--- config.mk ---
export PLATFORM = sky130hd
export DESIGN_NAME = ivt_vector_fetch
export DESIGN_NICKNAME = d
export VERILOG_FILES = /design/src/rtl/ivt_vector_fetch.sv
export SDC_FILE = /design/constraint.sdc
export NUM_CORES = 1
export LEC_CHECK = 0
export BUFFER_PORTS_ARGS = -buffer_cell sky130_fd_sc_hd__buf_2
export CAP_MARGIN = 0
export CORE_MARGIN = 2
export CORE_UTILIZATION = 25
export DETAILED_ROUTE_END_ITERATION = 10
export PLACE_DENSITY = 0.47
export SETUP_SLACK_MARGIN = 0.5
export SKIP_LAST_GASP = 1
export SLEW_MARGIN = 5
export SYNTH_ARGS = -nofsm -noshare
export SYNTH_HDL_FRONTEND = slang
export SYNTH_SLANG_ARGS = --single-unit
--- constraint.sdc ---
create_clock -name clk_i -period 5.1 [get_ports clk_i]
set_input_delay 0.51 -clock clk_i [delete_from_list [all_inputs] [get_ports clk_i]]
set_output_delay 0.51 -clock clk_i [all_outputs]
set_load 0.02 [all_outputs]
--- src/rtl/ivt_vector_fetch.sv ---
`timescale 1ns/1ps
// IVT read client: reads word {core,vec}; a zero entry is retried once at {core,UNINIT_VEC}.
// Latency RD_LAT+2 clocks from accept (+RD_LAT+1 per retry); single request in flight, result held until ack_i.
module ivt_vector_fetch #(
  parameter int CORE_BITS  = 5,
  parameter int VEC_BITS   = 8,
  parameter int RD_LAT     = 2,
  parameter int UNINIT_VEC = 15
) (
  input  logic                          clk_i,
  input  logic                          rst_ni,
  input  logic                          req_i,
  input  logic [CORE_BITS-1:0]          core_i,
  input  logic [VEC_BITS-1:0]           vec_i,
  output logic                          rdy_o,
  output logic                          vld_o,
  input  logic                          ack_i,
  output logic [31:0]                   vector_o,
  output logic [1:0]                    err_o,
  output logic                          ram_en_o,
  output logic [CORE_BITS+VEC_BITS-1:0] ram_addr_o,
  input  logic [31:0]                   ram_dout_i
);

  typedef enum logic [2:0] {
    S_IDLE  = 3'd0,
    S_ISSUE = 3'd1,
    S_WAIT  = 3'd2,
    S_CAPT  = 3'd3,
    S_DONE  = 3'd4
  } state_t;

  localparam logic [VEC_BITS-1:0] UNINIT_IDX = VEC_BITS'(UNINIT_VEC);
  localparam logic [2:0]          LAT_M1     = 3'(RD_LAT - 1);

  state_t                        r_state;
  logic [CORE_BITS-1:0]          r_core;
  logic                          r_retry;
  logic [2:0]                    r_cnt;
  logic                          r_rdy;
  logic                          r_vld;
  logic [31:0]                   r_vector;
  logic [1:0]                    r_err;
  logic                          r_ram_en;
  logic [CORE_BITS+VEC_BITS-1:0] r_ram_addr;

  // ram_en/ram_addr are loaded on the edge entering ISSUE so the pulse lines up with that state.
  always_ff @(posedge clk_i or negedge rst_ni) begin
    if (!rst_ni) begin
      r_state    <= S_IDLE;
      r_core     <= '0;
      r_retry    <= 1'b0;
      r_cnt      <= '0;
      r_rdy      <= 1'b1;
      r_vld      <= 1'b0;
      r_vector   <= '0;
      r_err      <= 2'b00;
      r_ram_en   <= 1'b0;
      r_ram_addr <= '0;
    end else begin
      r_ram_en <= 1'b0;
      case (r_state)
        S_IDLE: begin
          if (req_i) begin
            r_core     <= core_i;
            r_retry    <= 1'b0;
            r_rdy      <= 1'b0;
            r_ram_en   <= 1'b1;
            r_ram_addr <= {core_i, vec_i};
            r_state    <= S_ISSUE;
          end
        end
        S_ISSUE: begin
          r_cnt   <= LAT_M1;
          r_state <= (RD_LAT == 1) ? S_CAPT : S_WAIT;
        end
        S_WAIT: begin
          r_cnt <= r_cnt - 3'd1;
          if (r_cnt == 3'd1) r_state <= S_CAPT;
        end
        S_CAPT: begin
          if (ram_dout_i != 32'd0) begin
            r_vector <= ram_dout_i;
            r_err    <= r_retry ? 2'b01 : 2'b00;
            r_vld    <= 1'b1;
            r_state  <= S_DONE;
          end else if (!r_retry) begin
            r_retry    <= 1'b1;
            r_ram_en   <= 1'b1;
            r_ram_addr <= {r_core, UNINIT_IDX};
            r_state    <= S_ISSUE;
          end else begin
            r_vector <= 32'd0;
            r_err    <= 2'b10;
            r_vld    <= 1'b1;
            r_state  <= S_DONE;
          end
        end
        S_DONE: begin
          if (ack_i) begin
            r_vld   <= 1'b0;
            r_rdy   <= 1'b1;
            r_state <= S_IDLE;
          end
        end
        default: r_state <= S_IDLE;
      endcase
    end
  end

  assign rdy_o      = r_rdy;
  assign vld_o      = r_vld;
  assign vector_o   = r_vector;
  assign err_o      = r_err;
  assign ram_en_o   = r_ram_en;
  assign ram_addr_o = r_ram_addr;

endmodule

# Word level (Yosys, flattened, before mapping)
# Index checks and enable logic that the tools add are counted.
[totals] regBits=62 in_bits=49 output_inout_bits=50 elab_cells=65
[op_classes] n_addsub=1 eq_ne=11 mux=29 reduce_logical=14
[ops] op="$mux 32" n=2
[ops] op="$mux 13" n=3
[ops] op="$reduce_bool 32->1" n=1
[ops] op="$pmux 13 s2" n=1
[ops] op="$mux 3" n=5
[ops] op="$pmux 3 s5" n=1
[ops] op="$reduce_and 3->1" n=4
[ops] op="$mux 1" n=10
[ops] op="$ne 2x2->1 const B" n=5
[ops] op="$reduce_bool 2->1" n=5
[ops] op="$pmux 1 s2" n=4
[ops] op="$eq 3x1->1 const B" n=2
[ops] op="$eq 3x2->1 const B" n=2
[ops] op="$pmux 3 s2" n=1
[ops] op="$mux 2" n=2
[ops] op="$reduce_and 2->1" n=2
[ops] op="$reduce_and 4->1" n=1
[ops] op="$eq 3x3->1 const B" n=1
[ops] op="$logic_not 3->1" n=1
[ops] op="$ne 3x3->1 const B" n=1
[ops] op="$sub 3x1->3 const B" n=1

# Longest topological paths before layout
# Gate-level depths: netlist of the first run.
[logic_depth] depth_word=3 depth_mapped=6 ltp_nobuf=5

# Least setup slack after synthesis of the first run
# Ideal clock, no wire load.
[synth_path] kind="input-to-reg" from="input ram_dout_i[0]" to="register r_ram_addr[10], in the netlist ram_addr_o[10]" setup_time_ns=0.128 arrival_time_ns=1.844 required_time_ns=4.972 setup_slack_ns=3.129 cell_stages=5 n_path_buf=0 cell_sequence="nor4_1 nand4_1 nor4_4 nor2_4 mux2_1"
[synth_between] elab_chain_cells=3
[synth_lines] element="start: declaration" line_no="22" rtl="input logic [31:0] ram_dout_i"
[synth_lines] element="$reduce_bool 32->1" line_no="82" rtl="if (ram_dout_i != 32'd0) begin"
[synth_lines] element="$ne 2x2->1 (no line)"
[synth_lines] element="$reduce_and 4->1 (no line)"
[synth_lines] element="end signal: assignment" line_no="69" rtl="r_ram_addr <= {core_i, vec_i};"
[synth_lines] element="end signal: assignment" line_no="90" rtl="r_ram_addr <= {r_core, UNINIT_IDX};"
[synth_lines] element="end: declaration" line_no="45" rtl="logic [CORE_BITS+VEC_BITS-1:0] r_ram_addr;"
# No other way between the ends.
# A chain may end at the register's enable or synchronous reset.

# Worst setup path in the final report of the first run
[layout_path] from="register r_state[2]" to="register r_ram_addr[11], in the netlist ram_addr_o[11]"
[layout_between] elab_chain_cells=3 word_cells_on_any_way=8 cone_classes="4 x eq/ne; 1 x mux; 3 x reduce/logical"
[layout_lines] element="start: declaration" line_no="36" rtl="state_t r_state;"
[layout_lines] element="start signal: assignment" line_no="75" rtl="r_state <= (RD_LAT == 1) ? S_CAPT : S_WAIT;"
[layout_lines] element="$eq 3x2->1 / $logic_not 3->1 (equally long branches)" line_no="62" rtl="case (r_state)"
[layout_lines] element="$ne 2x2->1 (no line) / $reduce_bool 2->1 (equally long branches)"
[layout_lines] element="$reduce_and 4->1 (no line)"
# Parallel ways exist; a longest one is shown, timed or not.

==> results.cfg, run 1 <==
[run_status]
status = complete, no violations

[synthesis]
yosysWarnings = 0
synth_top_flop_cell = dfrtp_1
synth_cell_types = 30
yosysTopAreaCellShare_pct = 59.1
synth_area_leader_cell = dfrtp_1
synth_cells = 222
synthTopCellsByCount = dfrtp_1 (61), nand2_1 (53), a22o_1 (32)
syn_avg_cell_area_um2 = 11.6
synth.most_common_cell = dfrtp_1
syn-cell-area_mm2 = 0.00258
synth_edf_count = 0
yosysSeqAreaShare_pct = 60.1
synth-seq-cells = 62
synth.area.top_cells = dfrtp_1 (59%), a22o_1 (11%), nand2_1 (7.7%), o21ai_0 (2.3%), mux2_1 (2.2%)
async_flop_share_pct = 100
synth_fp_nets = 273

[floorplan]
io_pins = 99
die_h_um = 106
die_area_mm2 = 0.0112
rows = 37
core_mm2 = 0.0102
start_util_pct = 25.4
dieWidth_um = 106

[power_and_ir_drop]
seq_power_share_pct = 37.3
switching_share_pct = 38.2
p_clk_share_pct = 23.5
p_switching_w = 0.000898
power.static_leakage_nw = 1.77
ir_worst_vdd_uv = 293
internal-power_w = 0.00145
power.density_mw_per_mm2 = 675
p_comb_share_pct = 39.2

[timing]
layout_min_cycle_time_ns = 2.15
hold_viol = 0
max_freq_ghz = 0.466
max_slew_margin_pct = 40.7
rsz0062_at_grt = false
setup_viol = 0
finClkSkew_ns = 0.00851
post-route-period-util_pct = 42.1
final-max-slew-violation-count = 0
tightest_slew_ns = 0.886
final.setup.tns_ns = 0

[critical_path]
crit_arrival_ns = 2.37
setup.worst_path.start_class = flip-flop
cp_max_fo = 13
setup.worst_path.class = reg2reg
end_kind = flip-flop
required_ns = 5.32

[final_layout]
drive_gt1_share_pct = 39.8
multi_input_area_um2 = 968
fin_area_mm2 = 0.00348
ff_latch_area_mm2 = 0.00155
num_antenna_cells = 0
syn_to_final_growth_pct = 34.6
fillers = 1067
final_nets = 374
utilization_pct = 34.2

[placed_design]
placed_area_mm2 = 0.00322
gp_congestion = 0.714
io_buffers = 98
dpl.hpwl_um = 4500

[run]
maxCapViolations = 0

[clocking]
root_buffer = clkbuf_8
htree_levels = 3
clkTransAtPathRegs_ns = 0.07
hold_buffers = 0
cts_resized = 0
cts.sinks = 62
worstSkewPairLatency_ns = 0.34
post_cts_buffers = 0
cts_buffer_depth = 2
cts_buffers = 9
cts_tree = built

[global_routing]
grt_pass1_wl_um = 10600
antenna_found_initial = 0
grt.overflow.total = 0
grt_pass1_vias = 2051
grt_max_degree = 63
grt.total_usage_pct = 12.3

[drt]
route.vias.total = 2047
drc = 0
finalWirelength_um = 6530
detail_route.first_pass.iterations = 4
antenna_left = 0
wl_per_cell_um = 14.1
drt_iter0_drc = 67
vias_per_cell = 4.42

[hold_path]
hold_path_class = in2async
final cells by class:
class	instances	share of cell area, %
Multi-Input combinational cell	144	27.8
Tap cell	136	4.89
Timing Repair Buffer	101	14.7
Sequential cell	62	44.6
Inverter	5	0.540
Clock inverter	3	2.59
Clock buffer	12	4.75
state kept, by name, summed over array words and instances (netlist names):
register and cells:
err_o 2, r_cnt 3, r_core 5, r_retry 1, r_state 3, ram_addr_o 13
ram_en_o 1, rdy_o 1, vector_o 32, vld_o 1
power groups by stage:
stage | clock network, W | registers [W] | logic (W)
floorplan | 0 | 0.00107 | 0.000414
global placement | 0 | 0.000881 | 0.000930
detailed placement | 0 | 0.000872 | 0.000942
CTS | 0.000572 | 0.000876 | 0.000934
global route | 0.000591 | 0.000906 | 0.00101
finish | 0.000552 | 0.000875 | 0.000921
cells by family after synthesis:
logic type | count (synthesis) | synth area share (%)
AND/OR/NAND/NOR | 80 | 17.3
flip-flops | 62 | 60.1
AO/OA/AOI/OAI | 56 | 16.6
buffers and inverters | 16 | 2.57
multiplexers | 5 | 2.18
adder cells (fa/ha/maj) | 2 | 0.968
XOR/XNOR | 1 | 0.339
worst paths after layout:
path                                        start                    endpoint  slack (ns)  cells after the start
max                        r_state[2]$_DFFE_PN0P_  ram_addr_o[11]$_DFFE_PN0P_        2.95                      4
min                                        rst_ni     vector_o[6]$_DFFE_PN0P_        0.34                      2
max reg2reg                r_state[2]$_DFFE_PN0P_  ram_addr_o[11]$_DFFE_PN0P_        2.95                      4
min reg2reg                     rdy_o$_DFFE_PN1P_           rdy_o$_DFFE_PN1P_        0.46                      2
max in group asynchronous                  rst_ni      r_state[2]$_DFFE_PN0P_        4.24                      2
min in group clk_i                       vec_i[0]   ram_addr_o[0]$_DFFE_PN0P_        0.37                      3
per-stage QoR:
step           hold slack, ns  cells  total power (W)  setup slack, ns
2_1_floorplan           0.214    222          0.00149             3.13
3_3_place_gp            0.457    448          0.00181             2.64
3_5_place_dp            0.457    448          0.00181             2.62
4_1_cts                 0.347    463          0.00238             2.94
5_1_grt                 0.374    463          0.00251             2.78
6_report                0.337    463          0.00235             2.95
routing by layer:
layer	vias to the layer above	track usage, %	wire [um]
met2	70	16.8	2700
met5	-	0	0
met4	0	6.30	146
met1	965	17.3	3240
li1	1000	-	-
met3	12	3.59	441
placed cells by master, fill, tap and decap left out, types with 3 or more instances in the layout:
cell type and instances:
nor4_2 4, bufinv_16 3, nor2_1 4, a22o_1 32
buf_4 3, nand2_1 53, nand3b_1 3, buf_2 98
o21ai_0 12, dfrtp_1 61, a21oi_1 7, nor4_1 3
clkbuf_8 12, mux2_1 5, inv_1 5
worst max-delay path, cell delays in order (launching register included):
cell and delay [ns]:
dfrtp_1 0.54, nand3b_1 0.45, nor4_4 0.57, nor2_4 0.11, mux2_1 0.35
(Power assumes the default switching activity.)
==> run 2: changes to the inputs <==
==> constraint.sdc (replaced) <==
create_clock -name clk_i -period 2.2 [get_ports clk_i]
set_input_delay 0.22 -clock clk_i [delete_from_list [all_inputs] [get_ports clk_i]]
set_output_delay 0.22 -clock clk_i [all_outputs]
set_load 0.02 [all_outputs]
==> results.cfg, run 2 (synthesis results as in run 1) <==
[run_status]
status = complete, no violations

[timing]
layout_min_cycle_time_ns = 1.54
post-route-period-util_pct = 69.9
finClkSkew_ns = 0.0106
rsz0062_at_grt = false
tightest_slew_ns = 0.555
hold_viol = 0
max_freq_ghz = 0.650
setup_viol = 0
final-max-slew-violation-count = 0
final.setup.tns_ns = 0
max_slew_margin_pct = 63.0

[placed_design]
io_buffers = 98
dp_cells = 455
dpl.hpwl_um = 4620
gp_congestion = 0.734

[final_layout]
final_common_cell = buf_2
ff_latch_area_mm2 = 0.00155
num_antenna_cells = 0
syn_to_final_growth_pct = 36.1
largest_reg_flops = 32
fillers = 1082
layout_common_cells = buf_2 (98), dfrtp_1 (60), nand2_1 (53)
final_nets = 385
instances_no_fill = 475
multi_input_area_um2 = 977
drive_gt1_share_pct = 42.2

[critical_path]
r2r_start = r_state[1]$_DFFE_PN0P_
crit_slowest_cell = dfrtp_2
path_cells = inv_1 -> nor3b_4 -> o31ai_4 -> buf_12 -> a22o_2
path_buf_inv = 2
setup.worst_path.class = reg2reg
crit_path_start = r_state[1]$_DFFE_PN0P_
cp_max_fo = 35
setup.worst_path.start_class = flip-flop
max_stage_delay_ns = 0.48
required_ns = 2.44
end_kind = flip-flop
crit_arrival_ns = 1.78
crit_family = flip-flops
r2r_slack_ns = 0.66

[clocking]
clkTransAtPathRegs_ns = 0.08
cts_buffer_depth = 2
htree_levels = 3
root_buffer = clkbuf_8
cts_tree = built
cts.sinks = 62
worstSkewPairLatency_ns = 0.34
cts_buffers = 9

[hold_path]
hp-start = vec_i[0]
hold_path_class = in2reg

[global_routing]
grt_use_met1_pct = 17.0
grt_pass1_wl_um = 10600
grt_util_met3_pct = 4.02
grt.total_usage_pct = 12.2
busiest_layer = met2
grt.overflow.total = 0
grt_max_degree = 36
grt_util_met2_pct = 17.4
grt_pass1_vias = 2030
antenna_found_initial = 0

[power_and_ir_drop]
power.static_leakage_nw = 1.79
seq_power_share_pct = 38.4
switching_share_pct = 41.5
p_comb_share_pct = 44.5
internal-power_w = 0.00301
ir_worst_vdd_uv = 470
power.density_mw_per_mm2 = 1460
p_switching_w = 0.00213
p_clk_share_pct = 17.1

[floorplan]
start_util_pct = 25.4
core_mm2 = 0.0102
dieWidth_um = 106
die_area_mm2 = 0.0112
die_h_um = 106
rows = 37
io_pins = 99

[drt]
vias_per_cell = 4.45
antenna_left = 0
wl_per_cell_um = 13.9
drt_iter0_drc = 99
finalWirelength_um = 6590
route.vias.total = 2112
detail_route.first_pass.iterations = 4
drc = 0

[run]
maxCapViolations = 0
## run 2: stage by stage
stage / cell area (um2) / total power [W] / setup slack (ns) / hold WS (ns) / utilization (%)
after floorplan: 2590 / 0.00346 / 0.519 / -0.0756 / -
after global placement: 3310 / 0.00428 / 0.194 / 0.246 / 32.5
after detailed placement: 3310 / 0.00430 / 0.164 / 0.245 / 32.5
after CTS: 3500 / 0.00522 / 0.538 / 0.0485 / 34.4
after global routing: 3520 / 0.00552 / 0.565 / 0.0597 / 34.5
final: 3520 / 0.00514 / 0.662 / 0.0706 / 34.5
## run 2: final timing paths
path / endpoint / cells past startpoint
worst min register to register: rdy_o$_DFFE_PN1P_ / 2
min in group asynchronous: vector_o[4]$_DFFE_PN0P_ / 2
max in group asynchronous: vector_o[10]$_DFFE_PN0P_ / 3
worst min-delay path: ram_addr_o[0]$_DFFE_PN0P_ / 3
worst max register to register: vector_o[19]$_DFFE_PN0P_ / 5
worst max-delay path: vector_o[19]$_DFFE_PN0P_ / 5
## run 2: area by class of cell
type,instances,area share [%]
Multi-Input combinational cell,144,27.8
Tap cell,136,4.84
Timing Repair Buffer,112,17.7
Clock inverter,7,1.46
Inverter,5,0.533
Sequential cell,62,44.2
Clock buffer,9,3.52
## run 2: timing repair
action	CTS	global route
hold buffers	1	0
endpoints found under the hold margin	21	0
gates resized for setup	0	2
endpoints found under the setup margin	47	39
pin swaps	1	1
setup buffers	1	2
gates cloned	0	0
## run 2: per-layer routing
layer / vias up / part of all wire, %
li1: 1018 / -
met1: 1006 / 49
met2: 77 / 42
met3: 11 / 7.6
met4: 0 / 1.5
met5: - / 0
## run 2: power by group through the flow
| stage | clock network (W) | registers (W) | logic, W |
|---|---|---|---|
| floorplan | 0 | 0.00249 | 0.000970 |
| global placement | 0 | 0.00199 | 0.00229 |
| detailed placement | 0 | 0.00197 | 0.00233 |
| CTS | 0.000922 | 0.00197 | 0.00232 |
| global route | 0.000973 | 0.00205 | 0.00250 |
| finish | 0.000881 | 0.00198 | 0.00229 |
## run 2: worst register-to-register path: cells and delay by family, from the launching register on
kind / cells / cell delay, ns
DFF: 1 / 0.48
AOI/OAI and AO/OA: 2 / 0.34
buffers and inverters: 2 / 0.35
and+or+nand+nor: 1 / 0.27
